--- src/rtl/argmax_seq.sv ---
// argmax_seq
//   Sequential argmax over the packed signed outputs of the output-layer
//   neuron array. A start/ack handshake captures all NCLS scores at once.
//   The captured scores are then scanned one comparison per cycle. The
//   winning index and its score are reported alongside a one-cycle done pulse.
//
// Ports
//   clk       : clock, all state changes on the rising edge
//   rst       : synchronous active-high reset (overrides start)
//   start     : request to capture scores and begin a classification
//   scores    : packed signed scores, class i at scores[i*WIDTH +: WIDTH]
//   ack       : one-cycle pulse, start accepted and scores captured
//   busy      : high while scanning
//   done      : one-cycle pulse, class_idx/max_val valid from this cycle
//   class_idx : index of the maximum score (lowest index wins ties)
//   max_val   : signed maximum score, bit-identical to the captured score
module argmax_seq #(
  parameter int WIDTH = 8,
  parameter int NCLS  = 10,
  parameter int IDXW  = 4
) (
  input  logic                    clk,
  input  logic                    rst,
  input  logic                    start,
  input  logic [NCLS*WIDTH-1:0]   scores,
  output logic                    ack,
  output logic                    busy,
  output logic                    done,
  output logic [IDXW-1:0]         class_idx,
  output logic [WIDTH-1:0]        max_val
);

  typedef enum logic [1:0] {
    S_IDLE = 2'd0,
    S_SCAN = 2'd1,
    S_DONE = 2'd2
  } state_t;

  state_t                   r_state;
  state_t                   w_state_nxt;
  logic [NCLS*WIDTH-1:0]    r_cap;
  logic signed [WIDTH-1:0]  r_best_val;
  logic [IDXW-1:0]          r_best_idx;
  logic [IDXW-1:0]          r_cnt;
  logic                     r_ack;
  logic [IDXW-1:0]          r_class_idx;
  logic [WIDTH-1:0]         r_max_val;

  logic                     w_accept;
  logic                     w_last;
  logic signed [WIDTH-1:0]  w_cur_score;
  logic signed [WIDTH-1:0]  w_new_val;
  logic [IDXW-1:0]          w_new_idx;
  logic signed [WIDTH-1:0]  w_first_score;

  // Strict signed comparison: an equal later score never displaces the
  // current best, which is what makes the lowest index win ties.
  function automatic logic f_beats(input logic signed [WIDTH-1:0] cand,
                                   input logic signed [WIDTH-1:0] best);
    return cand > best;
  endfunction

  // Start is only honoured outside SCAN; a start during a scan is dropped.
  assign w_accept      = start && (r_state != S_SCAN);
  assign w_last        = (r_cnt == IDXW'(NCLS - 1));
  assign w_cur_score   = r_cap[int'(r_cnt)*WIDTH +: WIDTH];
  assign w_first_score = scores[WIDTH-1:0];

  always_comb begin
    w_new_val = r_best_val;
    w_new_idx = r_best_idx;
    if (f_beats(w_cur_score, r_best_val)) begin
      w_new_val = w_cur_score;
      w_new_idx = r_cnt;
    end
  end

  // A single-class job has nothing to scan and completes straight away.
  always_comb begin
    w_state_nxt = r_state;
    case (r_state)
      S_IDLE: begin
        if (start) w_state_nxt = (NCLS > 1) ? S_SCAN : S_DONE;
      end
      S_SCAN: begin
        if (w_last) w_state_nxt = S_DONE;
      end
      S_DONE: begin
        if (start) w_state_nxt = (NCLS > 1) ? S_SCAN : S_DONE;
        else       w_state_nxt = S_IDLE;
      end
      default: w_state_nxt = S_IDLE;
    endcase
  end

  always_ff @(posedge clk) begin
    if (rst) begin
      r_state     <= S_IDLE;
      r_cap       <= '0;
      r_best_val  <= '0;
      r_best_idx  <= '0;
      r_cnt       <= '0;
      r_ack       <= 1'b0;
      r_class_idx <= '0;
      r_max_val   <= '0;
    end else begin
      r_state <= w_state_nxt;
      r_ack   <= w_accept;
      if (w_accept) begin
        r_cap      <= scores;
        r_best_val <= w_first_score;
        r_best_idx <= '0;
        r_cnt      <= IDXW'(1);
        if (NCLS == 1) begin
          r_class_idx <= '0;
          r_max_val   <= w_first_score;
        end
      end else if (r_state == S_SCAN) begin
        r_best_val <= w_new_val;
        r_best_idx <= w_new_idx;
        // Outputs take the result of the final comparison, not the stale best.
        if (w_last) begin
          r_class_idx <= w_new_idx;
          r_max_val   <= w_new_val;
        end else begin
          r_cnt <= r_cnt + IDXW'(1);
        end
      end
    end
  end

  assign ack       = r_ack;
  assign busy      = (r_state == S_SCAN);
  assign done      = (r_state == S_DONE);
  assign class_idx = r_class_idx;
  assign max_val   = r_max_val;

endmodule

--- config.mk ---
export PLATFORM = sky130hd
export DESIGN_NAME = argmax_seq
export DESIGN_NICKNAME = d
export VERILOG_FILES = /design/src/rtl/argmax_seq.sv
export SDC_FILE = /design/constraint.sdc
export NUM_CORES = 1
export LEC_CHECK = 0
export ABC_AREA = 1
export BUFFER_PORTS_ARGS = -buffer_cell sky130_fd_sc_hd__buf_2
export CORE_AREA = 2 2 128 80
export CTS_BUF_LIST = sky130_fd_sc_hd__clkbuf_8
export DETAILED_ROUTE_END_ITERATION = 10
export DIE_AREA = 0 0 130 82
export PLACE_DENSITY = 0.79
export SYNTH_ARGS = -nofsm -noshare
export SYNTH_HDL_FRONTEND = slang
export SYNTH_SLANG_ARGS = --single-unit
--- constraint.sdc ---
create_clock -name clk -period 2.85 [get_ports clk]
set_input_delay 0.7125 -clock clk [delete_from_list [all_inputs] [get_ports clk]]
set_output_delay 0.7125 -clock clk [all_outputs]
set_load 0.005 [all_outputs]
; ---- Yosys cells after proc, flatten, opt, wreduce, memory -nomap -nowiden
; Index checks and enable logic that the tools add are counted.
[op_classes]
addsub = 1
order_cmp = 1
n_eq_ne = 7
shift = 1
n_mux = 11
n_bitwise = 2
reduce_logical = 8
[op_table]
columns = operator, count
row1 = 80-bit by 8-bit variable part select with 8-bit output, 1
row2 = 8-bit 2-to-1 mux, 3
row3 = 8-bit greater-than comparator, 1
row4 = 2-bit case mux with 3 select lines, 1
row5 = 2-bit AND reduction, 3
row6 = 4-bit by 1-bit adder with 4-bit output (second input constant), 1
row7 = 4-bit == test (second input constant), 1
row8 = 1-bit 2-to-1 mux, 4
row9 = 2-bit 2-to-1 mux, 2
row10 = 4-bit 2-to-1 mux, 1
row11 = 2-bit by 1-bit inequality test with 1-bit output (second input constant), 2
row12 = 2-bit inequality test (second input constant), 2
row13 = 3-bit AND reduction, 1
row14 = 2-bit by 1-bit == test with 1-bit output (second input constant), 1
row15 = 2-bit == test (second input constant), 1
row16 = 2-bit zero test, 1
row17 = 1-bit NOT, 2
row18 = 2-bit nonzero test, 1
row19 = 2-bit OR reduction, 1
row20 = 1-bit logical AND, 1
[word_totals]
ff_bits = 111
input_bits = 83
out_inout_bits = 15
wordCells = 40

; ---- Longest topological paths before layout
[depth]
ltp_word = 5
mapped_depth = 24
ltp_nobuf = 22

; ---- Least setup slack after synthesis
; Ideal clock, no wire load.
[synth_timing]
path_kind = reg2reg
startpoint = reg r_cnt[0]
endpoint = reg r_max_val[1], in the netlist max_val[1]
setup_time_ns = 0.109
arrival_ns = 2.292
t_required_ns = 2.741
setup_slack_ns = 0.449
path_stages_with_launch = 22
n_path_buf = 3
period_less_slack_ns = 2.401
cell_sequence = dfxtp_1 buf_4 buf_6 nand2_1 o211ai_1 nand3_1 nand3_1 nand2_1 ha_1 nand2_1 inv_1 nand2_1 nand2_1 nor2_1 nand3_1 nand3_1 buf_2 nand2_1 nand2_1 nand2_1 nand2_1 inv_1
[synth_via]
elab_chain_cells = 3
elab_cells_between_ends = 5
cone_classes = order compare: 1 / eq/ne: 1 / shift: 1 / mux: 1 / reduce/logical: 1
[synth_lines]
columns = item, line_no
row1 = from (decl), 44  ; logic [IDXW-1:0] r_cnt;
row2 = from (signal assigned), 126  ; r_cnt <= r_cnt + IDXW'(1);
row3 = 80-bit by 8-bit variable part select with 8-bit output, 66  ; assign w_cur_score = r_cap[int'(r_cnt)*WIDTH +: WIDTH];
row4 = 8-bit greater-than comparator, 60  ; return cand > best;
row5 = 8-bit 2-to-1 mux, 72  ; if (f_beats(w_cur_score, r_best_val)) begin
row6 = to (signal assigned), 116  ; r_max_val <= w_first_score;
row7 = to (signal assigned), 124  ; r_max_val <= w_new_val;
row8 = to (decl), 47  ; logic [WIDTH-1:0] r_max_val;
; Several ways; a longest one is shown, not always the timed one.
; A chain may end at the register's enable or synchronous reset.

; ---- Worst setup path after layout
[layout_timing]
startpoint = reg r_cnt[0]
endpoint = reg r_best_idx[2]
[layout_via]
elab_chain_cells = 3
[layout_lines]
columns = item, line_no
row1 = 80-bit by 8-bit variable part select with 8-bit output, 66
row2 = 8-bit greater-than comparator, 60
row3 = 4-bit 2-to-1 mux, 72
row4 = to (signal assigned), 120  ; r_best_idx <= w_new_idx;
row5 = to (decl), 43  ; logic [IDXW-1:0] r_best_idx;
; No other way between the ends.

==> summary.txt <==
Worst setup path
  • WS Path Type: flop to flop
  • Worst EP required: 3.14 ns
  • Critical path fanouts, max: 23
  • Internal reg-to-reg setup slack: 0.15 ns
  • CP Launch Type: flop
  • Worst setup EP type: flop
  • CP arrival: 2.99 ns

Placed design
  • Port bufs: 97
  • GPL Wtd Cong: 0.956
  • Hpwl dp: 9870 µm
  • Place WS: 0.0203 ns

Floorplan
  • Die height: 82 µm
  • Die Width: 130 µm
  • Die ar.: 0.0107 mm²
  • Initial Util: 0.538
  • Num rows: 28
  • IO Pins: 98
  • Area of the core: 0.00956 mm²

GRT
  • First-pass GRT wire length: 21,600 µm
  • Pin count of the biggest net entering global routing: 51
  • GRT overflow: 0
  • Initial antenna violation count: 0
  • Total Routing Usage GR: 0.260
  • Vias in the first global route: 4,610

Clocking
  • CTS Sinks: 111
  • Num CTS Buffers: 9
  • CTS clk-pin slew, worst paths: 0.10 ns
  • CTS tree: done
  • CTS root buf: clkbuf_8
  • CTS Buffer Depth: 2
  • Latest clock arrival within the worst-skew pair: 0.39 ns
  • Max H-tree Level: 3

Synth
  • Syn nets: 863
  • Ys Warns: 0
  • Post-synthesis instance area: 0.00515 mm²
  • Seq cells post-synth: 111
  • Synth unique cells: 23
  • Post-synthesis sequential area ratio: 0.431
  • Gate Count Post-Synth: 770
  • Mean area per synthesized cell: 6.69 µm²

Job
  • MaxCap Viol Count: 0

STA
  • Final setup TNS: 0 ns
  • Final setup fails: 0
  • Max_slew headroom: 0.644
  • Worst Tran Pin Value: 0.533 ns
  • Final Worst Setup Slack: 0.154 ns
  • Hold slack: 0.472 ns
  • Worst Skew: 0.0121 ns
  • Peak Freq: 0.371 GHz
  • Hold Vio Cnt, Final: 0
  • Post-layout min period: 2.70 ns
  • Fin. max-slew vios: 0
  • Final Cycle Share: 0.946

Pwr
  • Gate power share: 0.262
  • Pwr Total: 3.64 mW
  • Switch share: 0.322
  • PD cells: 606 mW/mm²
  • Clock power frac: 0.273
  • Seq pwr share: 0.465
  • VDD IR-drop max: 0.337 mV
  • Internal: 2.47 mW
  • Static Leakage: 2.87 nW
  • P_sw: 1.17 mW

Route
  • Vias: 5,071
  • Via density: 5.11
  • WL/cell: 13.7 µm
  • Residual DRC: 0
  • First-pass detailed-route iteration total: 5
  • ANT nets after route: 0
  • Initial drt markers: 394
  • Total routed wirelength: 13,600 µm

Cells and area
  • Most common cell after layout, fill and taps aside: nand2_1
  • Fin util: 0.629
  • P&R area growth vs syn: 16.7%
  • Final Net Count: 946
  • Diodes inserted: 0
  • Layout cells sized above 1: 0.176
  • Commonest cells after routing, fill and taps aside: nand2_1, dfxtp_1, inv_1

Run status
  • Outcome: finished clean

Hold path
  • Worst min-delay path category: flop to flop
[synth_stat cells]
cell,n,share of area
nor2_2,2,0.0024
clkbuf_1,14,0.010
nand2_1,252,0.18
inv_1,106,0.077
nor2_1,37,0.027
nand3_1,75,0.073
a211oi_1,2,0.0029
a21oi_1,20,0.019
buf_1,1,0.00073
inv_2,10,0.0073
buf_6,2,0.0044
o21ai_1,13,0.013
ha_1,10,0.024
nand4_1,2,0.0024
buf_4,4,0.0058
nor3_2,1,0.0019
o21a_1,1,0.0015
a31oi_1,1,0.0012
nor2_4,3,0.0066
dfxtp_1,111,0.43
buf_2,18,0.017
o211ai_1,8,0.012
o21ai_0,77,0.075
[kinds of logic (layout without fill, tap and decap cells)]
family | count (synthesis) | in the layout | share of synthesized area
AND/OR/NAND/NOR | 372 | 372 | 0.297
buffers and inverters | 155 | 243 | 0.123
AO/OA/AOI/OAI | 122 | 122 | 0.124
flip-flops | 111 | 111 | 0.431
adder cells (fa/ha/maj) | 10 | 10 | 0.0243
[through the flow]
| step | instance area [µm²] | cells |
|---|---|---|
| detailed placement | 5710 | 976 |
| global placement | 5710 | 976 |
| CTS | 5930 | 992 |
| floorplan | 5150 | 770 |
| global route | 6010 | 993 |
| finish | 6010 | 993 |
[power by group through the flow]
stage / Sequential (mW) / Combinational, mW / Clock, mW
floorplan: 1.72 / 0.621 / 0
global placement: 1.72 / 0.790 / 0
detailed placement: 1.73 / 0.827 / 0
CTS: 1.69 / 0.848 / 1.01
global route: 1.70 / 1.07 / 1.07
finish: 1.69 / 0.953 / 0.996
[critical path, stage by stage, from the launching register on]
cell     delay (ns)
dfxtp_4        0.41
buf_6          0.22
nand2_1        0.08
nand3_1        0.08
nand3_1        0.12
nand3_1        0.10
nand2_1        0.09
ha_1           0.31
nand2_1        0.11
inv_1          0.05
nand2_1        0.05
nand2_1        0.06
nor2_1         0.12
nand3_2        0.14
nand2_2        0.13
nor2_4         0.06
buf_12         0.14
nand2_1        0.10
nand3_1        0.10
nand2_1        0.08
inv_1          0.03
[path summary, 6_finish.rpt]
path | startpoint | end | cells after the start
max | r_cnt[0]$_SDFFE_PP0P_ | r_best_idx[2]$_SDFFE_PP0P_ | 20
min | r_cap[69]$_SDFFE_PP0P_ | r_cap[69]$_SDFFE_PP0P_ | 2
max reg2reg | r_cnt[0]$_SDFFE_PP0P_ | r_best_idx[2]$_SDFFE_PP0P_ | 20
min reg2reg | r_cap[69]$_SDFFE_PP0P_ | r_cap[69]$_SDFFE_PP0P_ | 2
[flip-flops by register name, summed over array words and instances (netlist names)]
name	flops
ack	1
class_idx	4
max_val	8
r_best_idx	4
r_best_val	8
r_cap	80
r_cnt	4
r_state	2
[layer usage]
metal | global-route usage | part of all wire | up-vias
met5 | 0 | 0 | -
met4 | 0.0645 | 0.012 | 0
met3 | 0.0678 | 0.068 | 17
met2 | 0.398 | 0.44 | 184
met1 | 0.369 | 0.48 | 2312
li1 | - | - | 2558
[cell type report]
class                      count  area (µm²)
clock buffer                  12         165
sequential                   111        2230
fill                         904        3550
inverter                     116         440
multi-input combinational    504        2350
timing repair buffer         111         619
tap                          135         169
clock inverter                 4        43.8
[timing repair]
action / in CTS / in global routing
hold buffers: 0 / 0
buffers inserted: 0 / 1
gates resized for setup: 2 / 16
pin swaps: 0 / 4
cloned: 0 / 0
endpoints found under the setup margin: 14 / 24
hold endpoints to repair: 0 / 0
Note: power is estimated with default switching activity, not from simulation.
